### src/rtl/load_store_sched_if.sv
// Requester-side bus of the load/store scheduler: request/direction in,
// one-hot grant plus tank level and boundary flags out.
interface load_store_sched_if #(
  parameter int NREQ  = 4,
  parameter int CBITS = 15
);
  logic [NREQ-1:0]  req;
  logic [NREQ-1:0]  dir;
  logic [NREQ-1:0]  gnt;
  logic [CBITS-1:0] level;
  logic             full;
  logic             empty;
  logic             busy;

  modport master (
    output req, dir,
    input  gnt, level, full, empty, busy
  );

  modport slave (
    input  req, dir,
    output gnt, level, full, empty, busy
  );
endinterface

### src/rtl/load_store_sched.sv
// Round-robin owner of a bounded tank level: one requester at a time fills or
// drains by one unit per cycle, for bursts of at most BURST units.
module load_store_sched #(
  parameter int NREQ  = 4,
  parameter int CAP   = 17500,
  parameter int CBITS = 15,
  parameter int BURST = 16
) (
  input  logic               clk,
  input  logic               rst,
  load_store_sched_if.slave  bus
);

  localparam int               PW      = (NREQ > 2) ? $clog2(NREQ) : 1;
  localparam logic [CBITS-1:0] CAP_L   = CBITS'(CAP);
  localparam logic [7:0]       BURST_L = 8'(BURST);

  typedef enum logic {IDLE = 1'b0, OWN = 1'b1} state_t;

  state_t           state, state_nxt;
  logic [NREQ-1:0]  gnt_q, gnt_nxt;
  logic [CBITS-1:0] level_q, level_nxt;
  logic [7:0]       burst_q, burst_nxt;
  logic [PW-1:0]    owner_q, owner_nxt;
  logic [PW-1:0]    ptr_q, ptr_nxt;
  logic             owner_dir_q, owner_dir_nxt;

  logic [NREQ-1:0]  elig;
  logic [PW-1:0]    pick;
  logic             found;
  logic             own_req;
  logic             own_legal;
  logic             move;
  logic             release_own;
  logic [CBITS-1:0] level_step;
  logic [7:0]       burst_inc;

  function automatic logic can_move(input logic [CBITS-1:0] lvl, input logic up);
    return up ? (lvl < CAP_L) : (lvl != '0);
  endfunction

  // Saturating one-unit step; the clamp is a second line of defence behind eligibility.
  function automatic logic [CBITS-1:0] step_level(input logic [CBITS-1:0] lvl, input logic up);
    logic [CBITS-1:0] res;
    if (up) res = (lvl >= CAP_L) ? CAP_L : lvl + 1'b1;
    else    res = (lvl == '0)    ? '0    : lvl - 1'b1;
    return res;
  endfunction

  always_comb begin
    elig = '0;
    for (int i = 0; i < NREQ; i++) begin
      elig[i] = bus.req[i] & can_move(level_q, bus.dir[i]);
    end
  end

  // Search starts just after the last owner so a released requester goes to the back.
  always_comb begin
    int idx;
    found = 1'b0;
    pick  = '0;
    for (int k = 1; k <= NREQ; k++) begin
      idx = int'(ptr_q) + k;
      if (idx >= NREQ) idx = idx - NREQ;
      if (!found && elig[idx[PW-1:0]]) begin
        found = 1'b1;
        pick  = idx[PW-1:0];
      end
    end
  end

  assign own_req     = bus.req[owner_q];
  assign own_legal   = can_move(level_q, owner_dir_q);
  assign move        = (state == OWN) && own_req && own_legal;
  assign level_step  = step_level(level_q, owner_dir_q);
  assign burst_inc   = burst_q + 8'd1;
  assign release_own = (state == OWN) &&
                       (!move ||
                        (owner_dir_q ? (level_step == CAP_L) : (level_step == '0)) ||
                        (burst_inc == BURST_L));

  always_ff @(posedge clk or negedge rst) begin
    if (!rst) state <= IDLE;
    else      state <= state_nxt;
  end

  always_comb begin
    state_nxt = state;
    case (state)
      IDLE:    if (found)       state_nxt = OWN;
      OWN:     if (release_own) state_nxt = IDLE;
      default:                  state_nxt = IDLE;
    endcase
  end

  always_comb begin
    gnt_nxt       = gnt_q;
    level_nxt     = level_q;
    burst_nxt     = burst_q;
    owner_nxt     = owner_q;
    ptr_nxt       = ptr_q;
    owner_dir_nxt = owner_dir_q;
    case (state)
      IDLE: begin
        gnt_nxt = '0;
        if (found) begin
          owner_nxt     = pick;
          owner_dir_nxt = bus.dir[pick];
          burst_nxt     = '0;
          gnt_nxt[pick] = 1'b1;
        end
      end
      OWN: begin
        if (move) begin
          level_nxt = level_step;
          burst_nxt = burst_inc;
        end
        if (release_own) begin
          gnt_nxt = '0;
          ptr_nxt = owner_q;
        end
      end
      default: gnt_nxt = '0;
    endcase
  end

  always_ff @(posedge clk or negedge rst) begin
    if (!rst) begin
      gnt_q       <= '0;
      level_q     <= '0;
      burst_q     <= '0;
      owner_q     <= '0;
      ptr_q       <= PW'(NREQ - 1);
      owner_dir_q <= 1'b0;
    end else begin
      gnt_q       <= gnt_nxt;
      level_q     <= level_nxt;
      burst_q     <= burst_nxt;
      owner_q     <= owner_nxt;
      ptr_q       <= ptr_nxt;
      owner_dir_q <= owner_dir_nxt;
    end
  end

  assign bus.gnt   = gnt_q;
  assign bus.level = level_q;
  assign bus.full  = (level_q == CAP_L);
  assign bus.empty = (level_q == '0);
  assign bus.busy  = (state == OWN);

endmodule

### src/flat_wrapper.sv
// flat-port wrapper written by rule: the top's interface ports become plain ports
module load_store_sched_flat 
#(
  parameter int NREQ  = 4,
  parameter int CAP   = 17500,
  parameter int CBITS = 15,
  parameter int BURST = 16
)
  (clk, rst, bus_req, bus_dir, bus_gnt, bus_level, bus_full, bus_empty, bus_busy);
  load_store_sched_if #(.NREQ(NREQ), .CBITS(CBITS)) bus_i ();
  input  logic clk;
  input  logic rst;
  input wire logic [$bits(bus_i.req)-1:0] bus_req;
  input wire logic [$bits(bus_i.dir)-1:0] bus_dir;
  output wire logic [$bits(bus_i.gnt)-1:0] bus_gnt;
  output wire logic [$bits(bus_i.level)-1:0] bus_level;
  output wire logic [$bits(bus_i.full)-1:0] bus_full;
  output wire logic [$bits(bus_i.empty)-1:0] bus_empty;
  output wire logic [$bits(bus_i.busy)-1:0] bus_busy;
  assign bus_i.req = bus_req;
  assign bus_i.dir = bus_dir;
  assign bus_gnt = bus_i.gnt;
  assign bus_level = bus_i.level;
  assign bus_full = bus_i.full;
  assign bus_empty = bus_i.empty;
  assign bus_busy = bus_i.busy;
  load_store_sched #(.NREQ(NREQ), .CAP(CAP), .CBITS(CBITS), .BURST(BURST)) u_core (.clk(clk), .rst(rst), .bus(bus_i));
endmodule
### config.mk
export PLATFORM = sky130hd
export DESIGN_NAME = load_store_sched_flat
export DESIGN_NICKNAME = d
export VERILOG_FILES = /design/src/rtl/load_store_sched_if.sv /design/src/rtl/load_store_sched.sv /design/src/flat_wrapper.sv
export SDC_FILE = /design/constraint.sdc
export NUM_CORES = 1
export LEC_CHECK = 0
export BUFFER_PORTS_ARGS = -buffer_cell sky130_fd_sc_hd__buf_4
export CORE_UTILIZATION = 48
export DETAILED_ROUTE_END_ITERATION = 8
export PLACE_DENSITY = 0.68
export SYNTH_ARGS = -nofsm -noshare
export SYNTH_HDL_FRONTEND = slang
export SYNTH_SLANG_ARGS = --single-unit
### constraint.sdc
create_clock -name clk -period 4.39 [get_ports clk]
set_clock_uncertainty 0.05 [all_clocks]
set_input_delay 0 -clock clk [delete_from_list [all_inputs] [get_ports clk]]
set_output_delay 0 -clock clk [all_outputs]
set_load 0.005 [all_outputs]
==> results.sh <==
export IMPL_outcome="completed"
export IMPL_vias=2808
export IMPL_drt_initial_drc_count=308
export IMPL_r2r_slack_ns=0.78
export IMPL_yosys_area_top_type_share_pct=28.1
export IMPL_cpPeakStageDelay_ns=0.61
export IMPL_drt_wl_total_um=7860
export IMPL_place_area_um2=2990
export IMPL_ioPinCount=32
export IMPL_yosysUniqueCellTypes=74
export IMPL_setup_violations=0
export IMPL_timing_setup_tns_ns=0
export IMPL_clkTransAtPathRegs_ns=0.08
export IMPL_ys_warnings_count=0
export IMPL_max_freq_ghz=0.277
export IMPL_hp_class="in -> reg"
export IMPL_routed_wl_met3_um=467
export IMPL_fin_area_um2=3120
export IMPL_syn_nets=353
export IMPL_io_buffers=31
export IMPL_grt_max_degree=45
export IMPL_rsz0062_at_grt="false"
export IMPL_grt_usage_pct=27.1
export IMPL_clkSinkCount=33
export IMPL_ys_seq_area_share_pct=30.0
export IMPL_tightest_slew_ns=0.666
export IMPL_design_power_total_mw=2.21
export IMPL_maxCapViolations=0
export IMPL_cts_setup_buffers=0
export IMPL_overflow=0
export IMPL_area_delta_synth_final_pct=13.1
export IMPL_place_ws_ns=0.823
export IMPL_gp_congestion=0.938
export IMPL_drc=0
export IMPL_dpl_hpwl_um=5540
export IMPL_critPathMaxFanout=14
export IMPL_power_density_nw_per_um2=709
export IMPL_start_kind="flop"
export IMPL_most_common_layout_cells="nand2_1 (34), o21ai_0 (34), buf_4 (34)"
export IMPL_relSlewSlack_pct=55.4
export IMPL_timing_hold_violations_final=0
export IMPL_ys_flop_type="dfrtp_1"
export IMPL_required_ns=4.55
export IMPL_slew_violations=0
export IMPL_whs_ns=0.0374
export IMPL_die_y_um=77.8
export IMPL_drive_gt1_share_pct=17.6
export IMPL_ctsHtreeMaxLevel=2
export IMPL_power_leakage_nw=1.27
export IMPL_clock_latency_ns=0.29
export IMPL_cts_buffer_depth=2
export IMPL_core_area_um2=5510
export IMPL_syn_inst=339
export IMPL_cts_tree="done"
export IMPL_setup_ws_ns=0.777
export IMPL_grt_pass1_vias=2521
export IMPL_yosys_area_top_type="dfrtp_1"
export IMPL_endpoint_kind="flop"
export IMPL_antenna_found_initial=0
export IMPL_cts_made_buffers=5
export IMPL_ys_seq_elements=33
export IMPL_crit_chain="inv_1 > ha_1 > nor4b_1 > nand4_1 > inv_2 > a2111oi_0 > a2111oi_2 > or4_4 > a2111oi_4 > o21ai_2 > mux2_1"
export IMPL_post_drt_via_cell_ratio=6.53
export IMPL_dieArea_um2=6060
export IMPL_grt_first_pass_wirelength_um=12900
export IMPL_period_share_pct=82.3
export IMPL_wl_met1_um=3670
export IMPL_synthTopCellsByArea="dfrtp_1 (28%), o21ai_0 (6.2%), nand2_1 (4.6%), o31ai_1 (3.0%), nor2_1 (2.7%)"
export IMPL_period_needed_ns=3.61
export IMPL_drtAntennaViolNets=0
export IMPL_drt_pass1_iterations=5
export IMPL_row_count=27
export IMPL_top_layer="met4"
export IMPL_num_antenna_cells=0
export IMPL_clockRootBuffer="clkbuf_8"
export IMPL_async_flop_share_pct=100
export IMPL_wl_per_cell_um=18.3
export IMPL_syn_area_per_cell_um2=8.14
export IMPL_fin_nets=371
export IMPL_cp_arrival_ns=3.78
export IMPL_slowest_stage="dfrtp_1"
export IMPL_crit_type="reg -> reg"
export IMPL_die_x_um=77.8
export IMPL_peakVddDrop_v=0.000361
export IMPL_start_util_pct=50.1
export IMPL_met2WireLength_um=3610
export IMPL_synth_edff_count=0
export IMPL_syn_cell_area_um2=2760
where the power goes:
part	internal (mW)	total (mW)	switching, mW	leakage, nW
Clock	0.185	0.304	0.119	0.0574
Combinational	0.507	1.23	0.726	0.781
Sequential	0.414	0.675	0.261	0.428
cell usage after synthesis, types with 5 or more instances:
cell type and n:
a211oi_1 5, a21oi_1 11, and3_1 5, buf_2 8
clkbuf_1 12, dfrtp_1 31, inv_1 12, mux2i_1 5
nand2_1 34, nand2b_1 5, nand3_1 13, nand4_1 6
nor2_1 20, nor3_1 14, nor4_1 12, o21ai_0 34
o31ai_1 11
final timing paths:
check | start | endpoint | cells after the start
min in group asynchronous | rst | u_core.bus.level[1]$_DFFE_PN0P_ | 2
max in group asynchronous | rst | u_core.ptr_q[0]$_DFFE_PN1P_ | 2
setup / recovery | u_core.bus.level[0]$_DFFE_PN0P_ | u_core.ptr_q[1]$_DFFE_PN1P_ | 11
hold reg to reg | u_core.bus.gnt[2]$_DFFE_PN0P_ | u_core.bus.gnt[2]$_DFFE_PN0P_ | 1
setup reg to reg | u_core.bus.level[0]$_DFFE_PN0P_ | u_core.ptr_q[1]$_DFFE_PN1P_ | 11
hold / removal | bus_dir[0] | u_core.owner_dir_q$_DFFE_PN0P_ | 3
worst max-delay path, delay by kind of cell (launching register included):
family                   cells  cell delay, ns
flip-flops                   1            0.61
AO/OA/AOI/OAI                4            1.18
adder cells (fa/ha/maj)      1            0.24
buffers and inverters        2            0.26
multiplexers                 1            0.33
AND/OR/NAND/NOR              3            0.87
flip-flops by register name, summed over array words and instances (netlist names):
register,flops
u_core.burst_q,8
u_core.bus.busy,1
u_core.bus.level,15
u_core.ptr_q,2
u_core.owner_dir_q,1
u_core.owner_q,2
u_core.bus.gnt,4
stage by stage:
step	std cells	utilization, %
after floorplan	339	-
after global placement	421	54.3
after detailed placement	421	54.3
after CTS	430	56.6
after global routing	430	56.6
final	430	56.6
metal layers:
metal,GRT usage (%),up-vias
li1,-,1332
met1,39.7,1346
met2,41.6,118
met3,3.76,12
met4,6.98,0
met5,0,-
layout make-up:
| class | instances | area (um2) |
|---|---|---|
| clock inverters | 2 | 37.5 |
| multi-input cells | 269 | 1770 |
| flip-flops and latches | 33 | 828 |
| well taps | 72 | 90.1 |
| repair buffers | 35 | 265 |
| fillers | 517 | 2390 |
| clock buffers | 6 | 82.6 |
| inverters | 13 | 48.8 |
kinds of logic (layout without fill, tap and decap cells):
kind of cell	Yosys count	in the layout	synth area share (%)
AND/OR/NAND/NOR	135	135	25.9
AO/OA/AOI/OAI	114	114	30.3
buffers and inverters	37	56	5.94
flip-flops	33	33	30.0
multiplexers	9	9	3.85
XOR/XNOR	7	7	2.22
adder cells (fa/ha/maj)	4	4	1.81
repair_timing:
| item | 4_1_cts | 5_1_grt |
|---|---|---|
| hold buffers | 1 | 0 |
| resized for setup | 0 | 0 |
| endpoints found under the setup margin | 0 | 0 |
| hold endpoints to repair | 33 | 0 |
Note: power is estimated with default switching activity, not from simulation.
